$ cat config.mk
export PLATFORM = sky130hd
export DESIGN_NAME = rx_bit_recover_flat
export DESIGN_NICKNAME = d
export VERILOG_FILES = /design/src/rtl/rx_pkg.sv /design/src/rtl/rx_bit_recover_if.sv /design/src/rtl/rx_bit_timer.sv /design/src/rtl/rx_bit_recover.sv /design/src/flat_wrapper.sv
export SDC_FILE = /design/constraint.sdc
export NUM_CORES = 1
export LEC_CHECK = 0
export CORE_MARGIN = 1.5
export CORE_UTILIZATION = 51
export DETAILED_ROUTE_END_ITERATION = 7
export GPL_ROUTABILITY_DRIVEN = 1
export HOLD_SLACK_MARGIN = 0.08
export MAX_ROUTING_LAYER = met4
export PLACE_DENSITY = 0.75
export SYNTH_ARGS = -nofsm -noshare
export SYNTH_HDL_FRONTEND = slang
export SYNTH_SLANG_ARGS = --single-unit
$ cat constraint.sdc
create_clock -name clk -period 1.7 [get_ports clk]
set_input_delay 0.34 -clock clk [delete_from_list [all_inputs] [get_ports clk]]
set_output_delay 0.34 -clock clk [all_outputs]
set_load 0.05 [all_outputs]
$ cat src/rtl/rx_pkg.sv
// Shared constants for the USB receive bit-recovery slice.
// Holds parameter defaults, the byte bit-counter width and a counter width helper.
package rx_pkg;

  localparam int unsigned CLKS_PER_BIT_DEF = 8;
  localparam int unsigned SAMPLE_PHASE_DEF = 3;
  localparam int unsigned STUFF_LIMIT_DEF  = 6;
  localparam int unsigned BIT_CNT_W        = 3;

  // Bits needed to hold values 0..n-1 (minimum 1).
  function automatic int unsigned cnt_w(input int unsigned n);
    return (n > 1) ? $clog2(n) : 1;
  endfunction

endpackage

$ cat src/rtl/rx_bit_recover_if.sv
// Line-side inputs and recovered-bit strobes of rx_bit_recover.
//   master: drives d_plus, d_edge, rcving; observes the strobes
//   slave : the recovery block
interface rx_bit_recover_if;

  logic d_plus;
  logic d_edge;
  logic rcving;
  logic shift_enable;
  logic d_orig;
  logic byte_done;
  logic stuff_err;

  modport master (
    output d_plus, d_edge, rcving,
    input  shift_enable, d_orig, byte_done, stuff_err
  );

  modport slave (
    input  d_plus, d_edge, rcving,
    output shift_enable, d_orig, byte_done, stuff_err
  );

endinterface

$ cat src/rtl/rx_bit_timer.sv
// Bit-period timer: counts clocks within a USB bit, resyncs on line edges and
// flags the sample point.
//   clk, rst     : clock, async active-high reset
//   rcving_i     : packet in progress; low holds the count at 0
//   d_edge_i     : line transition pulse, restarts the period
//   count_o      : current position in the bit period
//   sample_c_o   : combinational sample strobe for this cycle
module rx_bit_timer
  import rx_pkg::*;
#(
  parameter int unsigned CLKS_PER_BIT = CLKS_PER_BIT_DEF,
  parameter int unsigned SAMPLE_PHASE = SAMPLE_PHASE_DEF,
  localparam int unsigned CW = cnt_w(CLKS_PER_BIT)
) (
  input  logic          clk,
  input  logic          rst,
  input  logic          rcving_i,
  input  logic          d_edge_i,
  output logic [CW-1:0] count_o,
  output logic          sample_c_o
);

  logic [CW-1:0] count_q, count_d;

  // The edge cycle itself is position 0, so the next cycle is position 1.
  always_comb begin
    count_d = count_q + CW'(1);
    if (!rcving_i) begin
      count_d = '0;
    end else if (d_edge_i) begin
      count_d = CW'(1);
    end else if (count_q == CW'(CLKS_PER_BIT - 1)) begin
      count_d = '0;
    end
  end

  always_ff @(posedge clk or posedge rst) begin
    if (rst) begin
      count_q <= '0;
    end else begin
      count_q <= count_d;
    end
  end

  // An edge landing on the sample phase wins: resync, no sample.
  assign sample_c_o = rcving_i && !d_edge_i && (count_q == CW'(SAMPLE_PHASE));
  assign count_o    = count_q;

endmodule

$ cat src/rtl/rx_bit_recover.sv
// USB receive bit recovery: NRZI decode, bit unstuffing and byte framing.
//   clk, rst : clock, async active-high reset
//   bus      : slave side of rx_bit_recover_if (line inputs, registered strobes)
module rx_bit_recover
  import rx_pkg::*;
#(
  parameter int unsigned CLKS_PER_BIT = CLKS_PER_BIT_DEF,
  parameter int unsigned SAMPLE_PHASE = SAMPLE_PHASE_DEF,
  parameter int unsigned STUFF_LIMIT  = STUFF_LIMIT_DEF
) (
  input logic              clk,
  input logic              rst,
  rx_bit_recover_if.slave  bus
);

  localparam int unsigned CW = cnt_w(CLKS_PER_BIT);
  localparam int unsigned OW = cnt_w(STUFF_LIMIT + 1);

  logic [CW-1:0]        count;
  logic                 sample_c;
  logic                 dec_c;

  logic                 prev_level_q, prev_level_d;
  logic [OW-1:0]        ones_cnt_q, ones_cnt_d;
  logic [BIT_CNT_W-1:0] bit_cnt_q, bit_cnt_d;
  logic                 shift_enable_q, shift_enable_d;
  logic                 d_orig_q, d_orig_d;
  logic                 byte_done_q, byte_done_d;
  logic                 stuff_err_q, stuff_err_d;

  rx_bit_timer #(
    .CLKS_PER_BIT (CLKS_PER_BIT),
    .SAMPLE_PHASE (SAMPLE_PHASE)
  ) u_timer (
    .clk        (clk),
    .rst        (rst),
    .rcving_i   (bus.rcving),
    .d_edge_i   (bus.d_edge),
    .count_o    (count),
    .sample_c_o (sample_c)
  );

  // NRZI: no level change means a 1.
  assign dec_c = (bus.d_plus == prev_level_q);

  // Decode, unstuff and frame; strobes default low so they last one cycle.
  always_comb begin
    prev_level_d   = prev_level_q;
    ones_cnt_d     = ones_cnt_q;
    bit_cnt_d      = bit_cnt_q;
    d_orig_d       = d_orig_q;
    shift_enable_d = 1'b0;
    byte_done_d    = 1'b0;
    stuff_err_d    = 1'b0;
    if (!bus.rcving) begin
      prev_level_d = 1'b1;
      ones_cnt_d   = '0;
      bit_cnt_d    = '0;
    end else if (sample_c) begin
      prev_level_d = bus.d_plus;
      if (ones_cnt_q == OW'(STUFF_LIMIT)) begin
        // Stuffed bit: drop it; a 1 here means the transmitter broke the rule.
        ones_cnt_d  = '0;
        stuff_err_d = dec_c;
      end else begin
        shift_enable_d = 1'b1;
        d_orig_d       = dec_c;
        ones_cnt_d     = dec_c ? (ones_cnt_q + OW'(1)) : '0;
        bit_cnt_d      = bit_cnt_q + BIT_CNT_W'(1);
        byte_done_d    = (bit_cnt_q == {BIT_CNT_W{1'b1}});
      end
    end
  end

  always_ff @(posedge clk or posedge rst) begin
    if (rst) begin
      prev_level_q   <= 1'b1;
      ones_cnt_q     <= '0;
      bit_cnt_q      <= '0;
      shift_enable_q <= 1'b0;
      d_orig_q       <= 1'b1;
      byte_done_q    <= 1'b0;
      stuff_err_q    <= 1'b0;
    end else begin
      prev_level_q   <= prev_level_d;
      ones_cnt_q     <= ones_cnt_d;
      bit_cnt_q      <= bit_cnt_d;
      shift_enable_q <= shift_enable_d;
      d_orig_q       <= d_orig_d;
      byte_done_q    <= byte_done_d;
      stuff_err_q    <= stuff_err_d;
    end
  end

  assign bus.shift_enable = shift_enable_q;
  assign bus.d_orig       = d_orig_q;
  assign bus.byte_done    = byte_done_q;
  assign bus.stuff_err    = stuff_err_q;

endmodule

$ cat src/flat_wrapper.sv
// flat-port wrapper written by rule: the top's interface ports become plain ports
module rx_bit_recover_flat import rx_pkg::*;
#(
  parameter int unsigned CLKS_PER_BIT = CLKS_PER_BIT_DEF,
  parameter int unsigned SAMPLE_PHASE = SAMPLE_PHASE_DEF,
  parameter int unsigned STUFF_LIMIT  = STUFF_LIMIT_DEF
)
  (clk, rst, bus_d_plus, bus_d_edge, bus_rcving, bus_shift_enable, bus_d_orig, bus_byte_done, bus_stuff_err);
  rx_bit_recover_if bus_i ();
  input logic clk;
  input logic rst;
  input wire logic [$bits(bus_i.d_plus)-1:0] bus_d_plus;
  input wire logic [$bits(bus_i.d_edge)-1:0] bus_d_edge;
  input wire logic [$bits(bus_i.rcving)-1:0] bus_rcving;
  output wire logic [$bits(bus_i.shift_enable)-1:0] bus_shift_enable;
  output wire logic [$bits(bus_i.d_orig)-1:0] bus_d_orig;
  output wire logic [$bits(bus_i.byte_done)-1:0] bus_byte_done;
  output wire logic [$bits(bus_i.stuff_err)-1:0] bus_stuff_err;
  assign bus_i.d_plus = bus_d_plus;
  assign bus_i.d_edge = bus_d_edge;
  assign bus_i.rcving = bus_rcving;
  assign bus_shift_enable = bus_i.shift_enable;
  assign bus_d_orig = bus_i.d_orig;
  assign bus_byte_done = bus_i.byte_done;
  assign bus_stuff_err = bus_i.stuff_err;
  rx_bit_recover #(.CLKS_PER_BIT(CLKS_PER_BIT), .SAMPLE_PHASE(SAMPLE_PHASE), .STUFF_LIMIT(STUFF_LIMIT)) u_core (.clk(clk), .rst(rst), .bus(bus_i));
endmodule
==> impl_metrics.json, run 1 <==
{
  "gr-usage-met2_pct": 29.10,
  "ys.flop_type": "dfrtp_1",
  "fin_skew_ns": 0.003551,
  "crit_path_end_kind": "flop",
  "min_period_ns": 1.496,
  "initial_utilization_pct": 57.80,
  "hold_violations": 0,
  "final_max_slew_viol_count": 0,
  "fp.dieH_um": 39.43,
  "cts_sinks": 14,
  "holdBufCountCts": 0,
  "vias": 480,
  "max-vdd-ir-drop_mv": 0.4548,
  "ys_seq_area_share_pct": 52.13,
  "yosysTopAreaCell": "dfrtp_1",
  "clockPowerShare_pct": 35.5,
  "insertion_delay_ns": 0.28,
  "antenna_found_initial": 0,
  "grt_max_degree": 15,
  "via_per_inst": 5.393,
  "slew_headroom_pct": 65.70,
  "cts_buffers": 3,
  "internal-power_uw": 513.7,
  "power_frac_seq_pct": 52.5,
  "grt_pass1_wl_mm": 1.876,
  "pwr-share-comb_pct": 12.1,
  "fmax_ghz": 0.6687,
  "ctsResizeCount": 0,
  "post-route-period-util_pct": 87.97,
  "grt_overflow_total": 0,
  "grt.total_usage_pct": 19.36,
  "grt_pass1_vias": 419,
  "drt_iter0_drc": 13,
  "async_reset_ff_share_pct": 100.0,
  "postCtsSetupBuffers": 0,
  "synth-edff-count": 0,
  "crit_top_cell": "ha_1",
  "path_cells": "ha_1 -> ha_1 -> and4bb_2 -> o21ai_0 -> a21oi_1",
  "num_antenna_cells": 0,
  "cts_tree": "built",
  "ys_warn_count": 0,
  "syn_avg_cell_area_um2": 10.74,
  "die_x_um": 39.43,
  "routabilityCongestion": 0.7312,
  "core_area_um2": 1171,
  "totalWireLength_mm": 1.209,
  "post-dp-hpwl_um": 896.6,
  "slowest_delay_ns": 0.40,
  "cellPowerDensity_nw_per_um2": 827.0,
  "clockBufferDepth": 2,
  "post-route-util_pct": 69.66,
  "port_buffers": 8,
  "setup_tns_ns": 0,
  "nNetsFinal": 88,
  "synth-seq-cells": 14,
  "synthCells": 63,
  "grtUsageMet1_pct": 23.57,
  "remaining_drc_errors": 0,
  "outcome": "completed",
  "rows": 12,
  "post-synth-top-count-cell": "dfrtp_1",
  "ys_top_cells_by_count": "12 x dfrtp_1, 7 x ha_1, 7 x o21ai_0",
  "min_path_type": "input pin to asynchronous set/reset pin",
  "synth.distinct_cells": 22,
  "drt-pass1-iter-count": 4,
  "routedWlPerCell_um": 13.58,
  "cts.clk_slew.worst_paths_ns": 0.09,
  "power_leakage_uw": 0.0004142,
  "maxCapViolations": 0,
  "drive_above_1_share_pct": 18.67,
  "fill_cells": 89,
  "antenna_left": 0,
  "syn-num-nets": 75,
  "die-area_um2": 1555,
  "htreeDepth": 1,
  "setup_viol": 0,
  "grt_util_met3_pct": 5.114,
  "worst-slew-pin-transition_ns": 0.5139,
  "syn2layout_area_growth_pct": 20.52,
  "crit_path_max_fanout": 4,
  "cts-root-buf": "clkbuf_4",
  "ios": 9,
  "p_sw_share_pct": 23.85,
  "critical_path_class": "flop to flop",
  "cp.required_ns": 1.86,
  "crit_slowest_cell": "dfrtp_1",
  "rsz0062_at_grt": "false",
  "synthTopCellsByArea": "dfrtp_1 44%, ha_1 13%, dfstp_2 7.8%",
  "synth_top_area_share_pct": 44.36,
  "arrival_ns": 1.66,
  "p_sw_uw": 160.9,
  "netlist_area_um2": 676.9,
  "critPathLaunchType": "flop",
  "top_usage_layer": "met2"
}
==> area by class of cell <==
cell class,instances,area [µm²],share of cell area (%)
sequential,14,352.8,43.25
inverter,4,15.01,1.840
multi-input combinational,44,304.0,37.27
tap,14,17.52,2.147
timing repair buffer,9,90.09,11.04
clock buffer,4,36.28,4.448
==> state kept, by name (all words and copies together) (netlist names) <==
register / cells
u_core.bus.d_orig: 1
u_core.bit_cnt_q: 3
u_core.bus.stuff_err: 1
u_core.prev_level_q: 1
u_core.u_timer.count_o: 3
u_core.bus.shift_enable: 1
u_core.bus.byte_done: 1
u_core.ones_cnt_q: 3
==> through the flow <==
step                area (µm²)  setup WS (ns)  hold WS, ns  cells  power, µW
finish                   815.8         0.2045       0.3885     89      674.7
global route             815.8         0.1338       0.4434     89      704.7
CTS                      815.8         0.2176       0.4096     89      677.2
detailed placement       779.5        0.08878       0.5182     85      441.9
floorplan                676.9         0.3356       0.2278     63      399.5
global placement         779.5         0.1070       0.4983     85      439.4
==> power groups by stage <==
stage          clock, µW  combinational (µW)  sequential (µW)
6_report             239                81.4              354
3_5_place_dp           0                81.7              360
2_1_floorplan          0                25.8              374
3_3_place_gp           0                80.6              359
5_1_grt              262                87.9              355
4_1_cts              242                81.8              354
==> cell usage in the layout (no fill, tap or decap), drive strengths merged <==
cell type       n
a21oi           2
and2            1
and3            2
and3b           1
and4bb          1
buf             5
clkbuf          4
clkdlybuf4s50   4
dfrtp          12
dfstp           2
ha              7
inv             4
mux2i           1
nand2           6
nand2b          1
nand3           5
nand3b          1
nor2            4
nor3            1
nor3b           1
nor4b           1
o21ai           7
or3             1
xnor2           1
==> per-layer routing <==
metal / vias up / routed length, µm
met2: 13 / 566
met3: 2 / 48
met5: - / 0
li1: 240 / -
met4: 0 / 14
met1: 225 / 579
==> worst max-delay path, delay by kind of cell, from the launching register on <==
kind	cells	cell delay (ns)
fa+ha+maj	2	0.47
flops	1	0.40
compound gates	2	0.26
simple gates	1	0.25
==> cell families after synthesis <==
| kind of cell | Yosys count | synth area share (%) |
|---|---|---|
| flip-flops | 14 | 52.13 |
| XOR/XNOR | 1 | 1.294 |
| buffers and inverters | 5 | 2.956 |
| AND/OR/NAND/NOR | 26 | 22.55 |
| adder cells (fa/ha/maj) | 7 | 12.94 |
| multiplexers | 1 | 1.479 |
| AO/OA/AOI/OAI | 9 | 6.654 |
==> worst paths after layout <==
path                                             end  slack, ns  cells past startpoint                 startpoint
worst max register to register  u_core.ones_cnt_q[2]       0.20                      5  u_core.u_timer.count_o[0]
min in group clk                   u_core.bus.d_orig       0.54                      2          u_core.bus.d_orig
worst max-delay path            u_core.ones_cnt_q[2]       0.20                      5  u_core.u_timer.count_o[0]
max in group asynchronous          u_core.bus.d_orig       0.95                      2                        rst
worst min register to register     u_core.bus.d_orig       0.54                      2          u_core.bus.d_orig
worst min-delay path            u_core.bus.stuff_err       0.39                      2                        rst
No activity file was read; power rests on OpenSTA's default activity.
==> run 2, diff against run 1 <==
--- a/config.mk
+++ b/config.mk
@@ -6,12 +6,12 @@
 export NUM_CORES = 1
 export LEC_CHECK = 0
 export CORE_MARGIN = 1.5
-export CORE_UTILIZATION = 51
+export CORE_UTILIZATION = 45
 export DETAILED_ROUTE_END_ITERATION = 7
 export GPL_ROUTABILITY_DRIVEN = 1
 export HOLD_SLACK_MARGIN = 0.08
 export MAX_ROUTING_LAYER = met4
-export PLACE_DENSITY = 0.75
+export PLACE_DENSITY = 0.7
 export SYNTH_ARGS = -nofsm -noshare
 export SYNTH_HDL_FRONTEND = slang
 export SYNTH_SLANG_ARGS = --single-unit
==> constraint.sdc (replaced) <==
create_clock -name clk -period 1.2 [get_ports clk]
set_input_delay 0.24 -clock clk [delete_from_list [all_inputs] [get_ports clk]]
set_output_delay 0.24 -clock clk [all_outputs]
set_load 0.05 [all_outputs]
==> impl_metrics.json, run 2 (synthesized netlist as in run 1, its figures left out) <==
{
  "timing.hold.ws_ns": 0.2345,
  "fin_skew_ns": 0.002311,
  "total_power_uw": 1000,
  "grt_overflow_total": 0,
  "crit_slowest_cell": "dfrtp_1",
  "reg2reg_to": "u_core.bit_cnt_q[0]",
  "maxCapViolations": 0,
  "rows": 13,
  "crit_family": "simple AND/OR/NAND/NOR gates",
  "crit_top_cell": "ha_4",
  "worst-slew-pin-transition_ns": 0.4899,
  "remaining_drc_errors": 0,
  "syn2layout_area_growth_pct": 53.97,
  "critPathLaunchType": "flop",
  "post-dp-hpwl_um": 949,
  "final_cell_mix": "12 x dfrtp_1, 10 x buf_4, 6 x nand2_1",
  "clockBufferDepth": 2,
  "max-vdd-ir-drop_mv": 0.7461,
  "vias": 550,
  "min_period_ns": 1.293,
  "fmax_ghz": 0.7735,
  "cp.required_ns": 1.43,
  "pwr-share-comb_pct": 14.2,
  "clockPowerShare_pct": 35.6,
  "gr-usage-met2_pct": 28.13,
  "outcome": "finished with violations",
  "via_per_inst": 5.446,
  "r2r_setup_slack_ns": -0.09,
  "crit_path_end_kind": "flop",
  "drive_above_1_share_pct": 48.84,
  "antenna_found_initial": 0,
  "cts_tree": "built",
  "cts-root-buf": "clkbuf_4",
  "cts_buffers": 3,
  "hold_violations": 0,
  "antenna_left": 0,
  "fp.dieH_um": 41.79,
  "grt_max_degree": 15,
  "rr_worst_depth": 5,
  "r2r-start": "u_core.u_timer.count_o[0]",
  "rsz0062_at_grt": "true",
  "power_leakage_uw": 0.0004902,
  "routabilityCongestion": 0.8381,
  "arrival_ns": 1.52,
  "ios": 9,
  "routedWlPerCell_um": 14.58,
  "num_antenna_cells": 0,
  "min_path_type": "input pin to asynchronous set/reset pin",
  "drt_iter0_drc": 15,
  "critical_path_class": "flop to flop",
  "grtUsageMet1_pct": 22.22,
  "power_frac_seq_pct": 50.2,
  "insertion_delay_ns": 0.29,
  "violations": "setup timing",
  "port_buffers": 8,
  "setup_tns_ns": -0.7577,
  "die_x_um": 41.79,
  "setup_viol": 12,
  "p_sw_share_pct": 25.32,
  "slowest_delay_ns": 0.39,
  "finalWorstSetupSlack_ns": -0.09287,
  "drt-pass1-iter-count": 4,
  "slew_headroom_pct": 67.11,
  "grt_pass1_vias": 525,
  "path_cells": "ha_4 -> ha_4 -> nand2b_4 -> or3_4 -> a21oi_2",
  "post-route-util_pct": 77.20,
  "crit_path_max_fanout": 4,
  "internal-power_uw": 747.1,
  "p_sw_uw": 253.3,
  "initial_utilization_pct": 50.14,
  "grt_util_met3_pct": 3.913,
  "core_area_um2": 1350,
  "cts.clk_slew.worst_paths_ns": 0.09,
  "final_common_cell": "dfrtp_1",
  "cellPowerDensity_nw_per_um2": 959.8,
  "htreeDepth": 1,
  "grt_pass1_wl_mm": 2.311,
  "final_max_slew_viol_count": 0,
  "top_usage_layer": "met2",
  "cts_sinks": 14,
  "grt.total_usage_pct": 18.50,
  "nNetsFinal": 99,
  "post-route-period-util_pct": 107.7,
  "worst-path-buf-inv": 0,
  "die-area_um2": 1746,
  "totalWireLength_mm": 1.473
}
run 2: cell type report:
| class | count | area (µm²) |
|---|---|---|
| multi-input cells | 44 | 401.6 |
| flip-flops and latches | 14 | 352.8 |
| fillers | 85 | 307.8 |
| repair buffers | 20 | 217.7 |
| clock buffers | 4 | 36.28 |
| well taps | 15 | 18.77 |
| inverters | 4 | 15.01 |
run 2: repair_timing:
action / 4_1_cts / 5_1_grt
hold buffers: 0 / 0
buffers inserted: 2 / 0
gates resized for setup: 12 / 12
setup endpoints to repair: 13 / 13
pin swaps: 9 / 7
run 2: worst max-delay path by stage:
stage | start | endpoint | slack (ns) | depth (start not counted)
after floorplan | u_core.u_timer.count_o[0] | u_core.bit_cnt_q[0] | -0.07 | 5
after global placement | bus_d_edge | u_core.bit_cnt_q[0] | -0.18 | 4
after detailed placement | bus_d_edge | u_core.bit_cnt_q[0] | -0.23 | 4
after CTS | u_core.u_timer.count_o[0] | u_core.ones_cnt_q[2] | -0.11 | 5
after global routing | u_core.u_timer.count_o[0] | u_core.bit_cnt_q[0] | -0.15 | 5
final | u_core.u_timer.count_o[0] | u_core.bit_cnt_q[0] | -0.09 | 5
run 2: per-stage QoR:
stage,instances,worst slack (ns),area [µm²]
after floorplan,63,-0.06896,696.9
after global placement,95,-0.1808,905.9
after detailed placement,95,-0.2334,905.9
after CTS,101,-0.1058,993.5
after global routing,101,-0.1540,1042
final,101,-0.09287,1042
run 2: tightest hold or removal path, cell delays in order:
cell	delay [ns]
clkdlybuf4s50_1	0.39
inv_1	0.05
buf_4	0.21
run 2: power by group through the flow:
| stage | registers [µW] | clock network [µW] | logic (µW) |
|---|---|---|---|
| floorplan | 530 | 0 | 39.4 |
| global placement | 508 | 0 | 127 |
| detailed placement | 509 | 0 | 129 |
| CTS | 501 | 364 | 135 |
| global route | 504 | 387 | 153 |
| finish | 502 | 356 | 142 |
run 2: routing by layer:
metal  routed length (µm)  part of all wire (%)
met5                    0                     0
met4                   33                   2.2
met3                   52                   3.5
met2                  727                    49
met1                  659                    45
